[src/rtl/store_buffer_if.sv]
// Core-side and memory-side signals of the store buffer.
// The slave modport is the buffer itself; the master modport drives it (core plus memory model).
interface store_buffer_if;
    logic        MemWriteM;
    logic        MemtoRegM;
    logic [31:0] ALUOutM;
    logic [31:0] WriteDataM;
    logic [31:0] ReadDataM;
    logic        StallSB;
    logic        SBEmpty;
    logic [31:0] mem_raddr;
    logic [31:0] mem_rdata;
    logic        mem_wvalid;
    logic [31:0] mem_waddr;
    logic [31:0] mem_wdata;
    logic        mem_wready;

    modport slave (
        input  MemWriteM, MemtoRegM, ALUOutM, WriteDataM, mem_rdata, mem_wready,
        output ReadDataM, StallSB, SBEmpty, mem_raddr, mem_wvalid, mem_waddr, mem_wdata
    );

    modport master (
        output MemWriteM, MemtoRegM, ALUOutM, WriteDataM, mem_rdata, mem_wready,
        input  ReadDataM, StallSB, SBEmpty, mem_raddr, mem_wvalid, mem_waddr, mem_wdata
    );
endinterface

[src/rtl/store_buffer.sv]
// M-stage store buffer: in-order FIFO of word stores drained over a valid/ready write port.
// Define STORE_FWD_EN to forward the youngest matching store to loads; otherwise matching loads stall.
module store_buffer #(
    parameter int DEPTH = 4
) (
    input  logic           clk,
    input  logic           reset,
    store_buffer_if.slave  sb
);
    localparam int             PW       = $clog2(DEPTH);
    localparam logic [PW:0]    FULL_CNT = (PW+1)'(DEPTH);

    logic [PW-1:0] r_wr_ptr;
    logic [PW-1:0] r_rd_ptr;
    logic [PW:0]   r_count;
    logic [29:0]   r_addr [DEPTH];
    logic [31:0]   r_data [DEPTH];

    logic             w_full;
    logic             w_empty;
    logic             w_enq;
    logic             w_pop;
    logic             w_stall;
    logic [DEPTH-1:0] w_match;   // bit k: entry k places back from the newest matches the load address

`ifdef STORE_FWD_EN
    logic [31:0] w_age_data [DEPTH];
    logic        w_fwd_hit;
    logic [31:0] w_fwd_data;
`endif

    assign w_full  = (r_count == FULL_CNT);
    assign w_empty = (r_count == '0);

    for (genvar gi = 0; gi < DEPTH; gi++) begin : g_age
        logic [PW-1:0] w_idx;
        assign w_idx       = r_wr_ptr - PW'(gi + 1);
        assign w_match[gi] = ((PW+1)'(gi) < r_count) && (r_addr[w_idx] == sb.ALUOutM[31:2]);
`ifdef STORE_FWD_EN
        assign w_age_data[gi] = r_data[w_idx];
`endif
    end

`ifdef STORE_FWD_EN
    // Scan oldest to youngest so the youngest match is the one that sticks.
    always_comb begin
        w_fwd_hit  = 1'b0;
        w_fwd_data = '0;
        for (int k = DEPTH - 1; k >= 0; k--) begin
            if (w_match[k]) begin
                w_fwd_hit  = 1'b1;
                w_fwd_data = w_age_data[k];
            end
        end
    end

    assign w_stall      = sb.MemWriteM && w_full;
    assign sb.ReadDataM = (sb.MemtoRegM && w_fwd_hit) ? w_fwd_data : sb.mem_rdata;
`else
    assign w_stall      = (sb.MemWriteM && w_full) || (sb.MemtoRegM && (|w_match));
    assign sb.ReadDataM = sb.mem_rdata;
`endif

    // A pop in the same cycle does not free a slot for a stalled store.
    assign w_enq = sb.MemWriteM && !w_stall;
    assign w_pop = !w_empty && sb.mem_wready;

    assign sb.StallSB    = w_stall;
    assign sb.SBEmpty    = w_empty;
    assign sb.mem_raddr  = sb.ALUOutM;
    assign sb.mem_wvalid = !w_empty;
    assign sb.mem_waddr  = {r_addr[r_rd_ptr], 2'b00};
    assign sb.mem_wdata  = r_data[r_rd_ptr];

    always_ff @(posedge clk or posedge reset) begin
        if (reset) begin
            r_wr_ptr <= '0;
            r_rd_ptr <= '0;
            r_count  <= '0;
        end else begin
            if (w_enq) r_wr_ptr <= r_wr_ptr + PW'(1);
            if (w_pop) r_rd_ptr <= r_rd_ptr + PW'(1);
            case ({w_enq, w_pop})
                2'b10:   r_count <= r_count + (PW+1)'(1);
                2'b01:   r_count <= r_count - (PW+1)'(1);
                default: r_count <= r_count;
            endcase
        end
    end

    always_ff @(posedge clk) begin
        if (w_enq) begin
            r_addr[r_wr_ptr] <= sb.ALUOutM[31:2];
            r_data[r_wr_ptr] <= sb.WriteDataM;
        end
    end
endmodule
[src/flat_wrapper.sv]
// flat-port wrapper written by rule: the top's interface ports become plain ports
module store_buffer_flat 
#(
    parameter int DEPTH = 4
)
  (clk, reset, sb_MemWriteM, sb_MemtoRegM, sb_ALUOutM, sb_WriteDataM, sb_mem_rdata, sb_mem_wready, sb_ReadDataM, sb_StallSB, sb_SBEmpty, sb_mem_raddr, sb_mem_wvalid, sb_mem_waddr, sb_mem_wdata);
  store_buffer_if sb_i ();
  input  logic clk;
  input  logic reset;
  input wire logic [$bits(sb_i.MemWriteM)-1:0] sb_MemWriteM;
  input wire logic [$bits(sb_i.MemtoRegM)-1:0] sb_MemtoRegM;
  input wire logic [$bits(sb_i.ALUOutM)-1:0] sb_ALUOutM;
  input wire logic [$bits(sb_i.WriteDataM)-1:0] sb_WriteDataM;
  input wire logic [$bits(sb_i.mem_rdata)-1:0] sb_mem_rdata;
  input wire logic [$bits(sb_i.mem_wready)-1:0] sb_mem_wready;
  output wire logic [$bits(sb_i.ReadDataM)-1:0] sb_ReadDataM;
  output wire logic [$bits(sb_i.StallSB)-1:0] sb_StallSB;
  output wire logic [$bits(sb_i.SBEmpty)-1:0] sb_SBEmpty;
  output wire logic [$bits(sb_i.mem_raddr)-1:0] sb_mem_raddr;
  output wire logic [$bits(sb_i.mem_wvalid)-1:0] sb_mem_wvalid;
  output wire logic [$bits(sb_i.mem_waddr)-1:0] sb_mem_waddr;
  output wire logic [$bits(sb_i.mem_wdata)-1:0] sb_mem_wdata;
  assign sb_i.MemWriteM = sb_MemWriteM;
  assign sb_i.MemtoRegM = sb_MemtoRegM;
  assign sb_i.ALUOutM = sb_ALUOutM;
  assign sb_i.WriteDataM = sb_WriteDataM;
  assign sb_i.mem_rdata = sb_mem_rdata;
  assign sb_i.mem_wready = sb_mem_wready;
  assign sb_ReadDataM = sb_i.ReadDataM;
  assign sb_StallSB = sb_i.StallSB;
  assign sb_SBEmpty = sb_i.SBEmpty;
  assign sb_mem_raddr = sb_i.mem_raddr;
  assign sb_mem_wvalid = sb_i.mem_wvalid;
  assign sb_mem_waddr = sb_i.mem_waddr;
  assign sb_mem_wdata = sb_i.mem_wdata;
  store_buffer #(.DEPTH(DEPTH)) u_core (.clk(clk), .reset(reset), .sb(sb_i));
endmodule
[config.mk]
export PLATFORM = sky130hd
export DESIGN_NAME = store_buffer_flat
export DESIGN_NICKNAME = d
export VERILOG_FILES = /design/src/rtl/store_buffer_if.sv /design/src/rtl/store_buffer.sv /design/src/flat_wrapper.sv
export SDC_FILE = /design/constraint.sdc
export NUM_CORES = 1
export LEC_CHECK = 0
export BUFFER_PORTS_ARGS = -buffer_cell sky130_fd_sc_hd__buf_2
export CORE_ASPECT_RATIO = 1.25
export CORE_MARGIN = 5
export CORE_UTILIZATION = 40
export CTS_BUF_LIST = sky130_fd_sc_hd__clkbuf_4 sky130_fd_sc_hd__clkbuf_8
export CTS_CLUSTER_DIAMETER = 100
export DETAILED_ROUTE_END_ITERATION = 8
export GPL_TIMING_DRIVEN = 0
export SLEW_MARGIN = 10
export SYNTH_ARGS = -nofsm -noshare
export SYNTH_HDL_FRONTEND = slang
export SYNTH_SLANG_ARGS = --single-unit
[constraint.sdc]
create_clock -name clk -period 9.2 [get_ports clk]
set_input_delay 0.46 -clock clk [delete_from_list [all_inputs] [get_ports clk]]
set_output_delay 0.46 -clock clk [all_outputs]
set_load 0.05 [all_outputs]
After elaboration in Yosys (flattened, before gate mapping):

Memories as Yosys holds them, arrays and structs flattened.
Cells that the tools add are included.

* logic and storage cells: 40
* input port bits: 101
* register bits: 7
* bits in writable memories: 248
* memories: 2
* output and inout port bits: 131

* $add $sub $neg: 7
* $lt $le $gt $ge: 4
* eq/ne operators: 7
* reductions and logical operators: 14
* muxes and demuxes: 3

Memories
* u_core.r_data: words 4, bits a word 32, read ports 1, clocked after Yosys merged registers in 0, wr ports 1, RTL line store_buffer.sv:17 `logic [31:0] r_data [DEPTH];`
* u_core.r_addr: words 4, bits a word 30, read ports 5, clocked after Yosys merged registers in 0, wr ports 1, RTL line store_buffer.sv:16 `logic [29:0] r_addr [DEPTH];`

Operators with widths (count)
* 30-bit equality test: 4
* 1-bit logical AND: 8
* 1-bit by 3-bit < comparator with 1-bit output (first input constant): 2
* 2-bit by 3-bit < comparator with 1-bit output (first input constant): 2
* 3-bit case mux with 2 select lines: 1
* 2-bit by 1-bit adder with 2-bit output (second input constant): 2
* 4-bit OR reduction: 1
* 2-bit subtractor (second input constant): 2
* 3-bit by 1-bit adder with 3-bit output (second input constant): 1
* 3-bit equality test (second input constant): 1
* 3-bit zero test: 1
* 3-bit by 1-bit subtractor with 3-bit output (second input constant): 1
* 2-bit by 1-bit equality test with 1-bit output (second input constant): 1
* 2-bit equality test (second input constant): 1
* 1-bit zero test: 2
* 1-bit 2-to-1 mux: 2
* 2-bit nonzero test: 1
* 2-bit by 1-bit subtractor with 2-bit output (second input constant): 1
* 1-bit logical OR: 1

Logic depth before layout (Yosys ltp):

An unclocked memory read counts as a cell.

* word-level depth: 11
* mapped depth: 23
* gate-level depth less buffers: 14

Least setup slack after synthesis:

Ideal clock, no wire load.

* path type: reg-to-reg
* from: register u_core.r_wr_ptr[0]
* to: memory u_core.r_addr[0][0], enable pin
* setup slack: 2716 ps
* cell stages (with the launch flop): 19
* setup time: 482 ps
* data required time: 8718 ps
* clock period less this slack: 6484 ps
* arrival time: 6002 ps
* path buffers: 8
* cell sequence: dfrtp_1 > buf_6 > buf_8 > buf_4 > inv_1 > buf_2 > buf_2 > ha_1 > buf_4 > buf_2 > buf_2 > mux2i_1 > a21oi_1 > a22oi_1 > nor4_1 > o2bb2ai_2 > o31ai_2 > nand3_4 > nor2_1

* word-level cells in the longest chain between the ends: 11
* elaborated cells between the ends (all ways): 19
* classes of those cells: add/sub: 3; eq/ne: 4; mux: 2; reduce/logical: 9; memory: 1

Ends and longest elaborated chain
* start: declaration: RTL line store_buffer.sv:13 `logic [PW-1:0] r_wr_ptr;`
* start signal: assignment: RTL line store_buffer.sv:81 `if (w_enq) r_wr_ptr <= r_wr_ptr + PW'(1);`
* 2-bit by 1-bit subtractor with 2-bit output: RTL line store_buffer.sv:37 `assign w_idx = r_wr_ptr - PW'(gi + 1);`
* net u_core.g_age[0].w_idx[0]: RTL line store_buffer.sv:36 `logic [PW-1:0] w_idx;`
* memory 4 x 30 bit
* 30-bit equality test: RTL line store_buffer.sv:38 `assign w_match[gi] = ((PW+1)'(gi) < r_count) && (r_addr[w_idx] == sb.ALUOutM[31:2]);`
* 1-bit logical AND: RTL line store_buffer.sv:38
* 4-bit OR reduction: RTL line store_buffer.sv:60 `assign w_stall = (sb.MemWriteM && w_full) || (sb.MemtoRegM && (|w_match));`
* 1-bit logical AND: RTL line store_buffer.sv:60
* 1-bit logical OR: RTL line store_buffer.sv:60
* 1-bit zero test: RTL line store_buffer.sv:65 `assign w_enq = sb.MemWriteM && !w_stall;`
* 1-bit logical AND: RTL line store_buffer.sv:65
* 1-bit 2-to-1 mux: RTL line store_buffer.sv:92 `if (w_enq) begin`
* 1-bit 2-to-1 mux (implied by the code): RTL line store_buffer.sv:93 `r_addr[r_wr_ptr] <= sb.ALUOutM[31:2];`
* end: declaration: RTL line store_buffer.sv:16

The timed path passes the listed nets, and every way through them passes these cells.

Worst setup path after layout:

* from: register u_core.r_wr_ptr[0]
* to: memory u_core.r_data[0][2], enable pin

* word-level cells in the longest chain between the ends: 11
* elaborated cells between the ends (all ways): 19
* classes of those cells: add/sub: 3; eq/ne: 4; mux: 2; reduce/logical: 9; memory: 1

Ends and longest elaborated chain
* 2-bit by 1-bit subtractor with 2-bit output: RTL line store_buffer.sv:37
* net u_core.g_age[0].w_idx[0]: RTL line store_buffer.sv:36
* memory 4 x 30 bit
* 30-bit equality test: RTL line store_buffer.sv:38
* 1-bit logical AND: RTL line store_buffer.sv:38
* 4-bit OR reduction: RTL line store_buffer.sv:60
* 1-bit logical AND: RTL line store_buffer.sv:60
* 1-bit logical OR: RTL line store_buffer.sv:60
* 1-bit zero test: RTL line store_buffer.sv:65
* 1-bit logical AND: RTL line store_buffer.sv:65
* 1-bit 2-to-1 mux: RTL line store_buffer.sv:92
* 1-bit 2-to-1 mux (implied by the code): RTL line store_buffer.sv:94 `r_data[r_wr_ptr] <= sb.WriteDataM;`
* end: declaration: RTL line store_buffer.sv:17

The timed path passes the listed nets, and every way through them passes these cells.

==> impl_metrics.csv <==
group,metric,value,unit
floorplan,design.core.area,37100,µm²
final_layout,fillers,3267,
hold_path,min_path_type,"input port to flip-flop",
timing,slew_headroom,18.6,%
floorplan,rows,79,
yosys,syn_area,14900,µm²
final_layout,layout_commonest_cell,"edfxtp_1",
timing,worstMarginPinSlew,1.22,ns
yosys,syn_avg_cell_area,16.0,µm²
grt,antenna_found_initial,0,
final_layout,layout_common_cells,"248 x edfxtp_1, 210 x buf_2, 123 x mux4_2, 84 x mux2i_1, 77 x buf_4",
timing,clock_skew,0.0238,ns
pwr,combPwrFrac,60.9,%
yosys,ys.flop_type,"edfxtp_1",
pwr,p_seq_share,24.4,%
floorplan,dieWidth,183,µm
placement,dpl_cell_area,16800,µm²
timing,period_share,73.9,%
drt,remaining_drc_errors,0,
critical_path,cp.arrival,7.08,ns
critical_path,cp-end-kind,"flip-flop",
yosys,synth_cells,929,
yosys,async_flop_share,2.75,%
final_layout,syn2layout_area_growth,18.8,%
pwr,power_frac_clock,14.8,%
timing,fmax,147,MHz
placement,gp_congestion,0.940,
drt,firstDrtPassIters,5,
critical_path,crit_type,"flip-flop to flip-flop",
cts,cts.sinks,255,
floorplan,initial_core_util,40.2,%
grt,grt_overflow,0,
cts,cts_buffer_depth,3,
timing,holdWs,0.0993,ns
final_layout,final_nets,1294,
drt,drtIter0Drc,690,
final_layout,drive_gt1_share,43.1,%
pwr,ir_drop,225,µV
critical_path,path_common_cell,"buf_2",
floorplan,dieHeight,226,µm
critical_path,worstPathCellList,"buf_6 > buf_8 > buf_4 > inv_1 > buf_2 > buf_2 > ha_1 > buf_4 > buf_2 > buf_2 > mux2i_1 > o2bb2ai_1 > o21ai_0 > nand4_1 > nor4_1 > o2bb2ai_2 > o31ai_2 > nand3_4 > nor2_4 > buf_16 > buf_12 > buf_16",
timing,final_hold_viol_count,0,
placement,dp_hpwl,35.2,mm
drt,vias_per_cell,5.74,
floorplan,die_area,41200,µm²
drt,wl_per_cell,28.1,µm
yosys,synth_edf_count,248,
critical_path,slowest_stage,"nor2_4",
cts,clk_latency,0.58,ns
pwr,pwr_density_cell,390,nW/µm²
placement,numPortBuffers,195,
timing,setup_viol,0,
critical_path,worstPathRequired,9.48,ns
timing,rsz0062_at_grt,"no",
final_layout,multiInputGateArea,6320,µm²
grt,grt_pass1_wl,68.8,mm
floorplan,io_pins,232,
drt,ant_nets,0,
drt,num_vias,9762,
critical_path,cp_max_fo,18,
yosys,synth_cell_types,60,
yosys,ys_seq_elements,255,
final_layout,ff_latch_area,7620,µm²
critical_path,max_stage_delay,0.61,ns
final_layout,fin_area,17700,µm²
pwr,leakage,6.50,nW
grt,grt_max_degree,22,
drt,route.final.wire_length,47.8,mm
critical_path,cp-start-kind,"flip-flop",
cts,cts-root-buf,"clkbuf_8",
run,drv_cap,0,
pwr,p_sw,0.00323,W
cts,htreeDepth,2,
timing,slew_viol_final,0,
pwr,switching_share,46.8,%
grt,grt_pass1_vias,10100,
pwr,intPower,0.00368,W
grt,grtUsageTotal,22.7,%
cts,cts_tree,"built",
yosys,seq_area_frac_synth,51.2,%
timing,post-route-min-period,6.80,ns
cts,cts-buffers-inserted,44,
cts,post_cts_resized,0,
cts,clkTransAtPathRegs,0.06,ns
yosys,ys_warn_count,0,
status,status,"finished clean",
## what timing repair did
item / 4_1_cts / 5_1_grt
hold buffers: 1 / 0
buffers inserted: 0 / 0
hold endpoints to repair: 7 / 0
endpoints found under the setup margin: 0 / 0
## per-layer routing
| layer | vias up | wire length [µm] | GRT usage, % | share of wire [%] |
|---|---|---|---|---|
| met5 | - | 0 | 0 | 0 |
| met4 | 0 | 2020 | 9.30 | 4.2 |
| met3 | 96 | 3250 | 3.75 | 6.8 |
| met2 | 488 | 24100 | 39.5 | 50 |
| met1 | 4967 | 18400 | 28.4 | 38 |
| li1 | 4211 | - | - | - |
## Yosys cell counts, types with 3 or more instances
cell       number  share of area (%)
edfxtp_1      248                 50
mux4_2        123                 19
mux2i_1        84                5.6
buf_4          77                3.9
xnor2_1        58                3.4
xor2_1         53                3.1
nand2_1        27               0.68
nor2_1         21               0.53
clkbuf_1       19               0.48
mux4_1         16                2.8
o21ai_0        15               0.50
inv_1          14               0.35
a21oi_1        13               0.44
buf_2          13               0.44
buf_1          12               0.30
nor4_1         11               0.46
nand4_1        10               0.42
buf_6           9               0.68
ha_1            9               0.76
nand3_1         9               0.30
a2111oi_0       7               0.41
dfrtp_1         7                1.2
o22ai_1         6               0.25
o2111ai_1       5               0.29
mux2_2          4               0.30
nor3_1          4               0.13
a221oi_1        3               0.18
a222oi_1        3               0.20
a22oi_1         3               0.15
a31oi_1         3               0.13
o211ai_1        3               0.15
o221ai_1        3               0.18
o2bb2ai_1       3               0.18
## critical path: cells and delay by family (launching register included)
| family | cells | cell delay [ns] |
|---|---|---|
| buffers and inverters | 12 | 3.11 |
| and+or+nand+nor | 4 | 1.21 |
| AOI/OAI and AO/OA | 4 | 1.08 |
| DFF | 1 | 0.39 |
| adders and majority gates | 1 | 0.32 |
| muxes | 1 | 0.27 |
## logic make-up after synthesis
kind of cell / after synthesis / share of synthesized area [%]
flip-flops: 255 / 51.2
multiplexers: 229 / 27.6
buffers and inverters: 148 / 6.60
XOR/XNOR: 112 / 6.64
AND/OR/NAND/NOR: 94 / 3.24
AO/OA/AOI/OAI: 81 / 3.91
adder cells (fa/ha/maj): 9 / 0.756
other: 1 / 0.0252
## flip-flops by register name, summed over array words and instances (netlist names)
signal and count:
u_core.r_count 3, u_core.r_data 128, u_core.r_addr 120, u_core.r_wr_ptr 2, u_core.r_rd_ptr 2
## path summary, 6_finish.rpt
check	from	endpoint	slack (ns)	depth (start not counted)
max	u_core.r_wr_ptr[0]$_DFFE_PP0N_	u_core.r_data[0][2]$_DFFE_PP_	2.40	22
min	sb_WriteDataM[29]	u_core.r_data[0][29]$_DFFE_PP_	0.1	1
max reg2reg	u_core.r_wr_ptr[0]$_DFFE_PP0N_	u_core.r_data[0][2]$_DFFE_PP_	2.40	22
min reg2reg	u_core.r_count[2]$_DFFE_PP0P_	u_core.r_count[2]$_DFFE_PP0P_	0.58	2
max in group asynchronous	reset	u_core.r_rd_ptr[1]$_DFFE_PP0P_	8.60	3
min in group asynchronous	reset	u_core.r_count[2]$_DFFE_PP0P_	0.36	3
## power groups by stage
stage	sequential (W)	clock (W)	combinational, W
2_1_floorplan	0.00167	0	0.00297
3_3_place_gp	0.00174	0	0.00414
3_5_place_dp	0.00170	0	0.00422
4_1_cts	0.00168	0.00105	0.00423
5_1_grt	0.00170	0.00110	0.00438
6_report	0.00168	0.00102	0.00420
## through the flow
stage               power, W  cells  TNS, ns  util [%]  setup WS [ns]
CTS                  0.00696   1701        0      47.7           2.39
global placement     0.00588   1611  -453.97      44.5          -1.90
global route         0.00719   1701        0      47.7           2.28
finish               0.00690   1702        0      47.7           2.40
floorplan            0.00464    930        0         -           2.72
detailed placement   0.00592   1623        0      45.4           2.38
## cell type report
| cell class | count | area share, % |
|---|---|---|
| clock inverters | 16 | 0.714 |
| plain buffers | 134 | 5.27 |
| repair buffers | 208 | 7.27 |
| inverters | 14 | 0.297 |
| multi-input cells | 527 | 35.7 |
| flip-flops and latches | 255 | 43.1 |
| diodes | 1 | 0.0141 |
| well taps | 486 | 3.44 |
| clock buffers | 61 | 4.18 |
No activity file was read; power rests on OpenSTA's default activity.
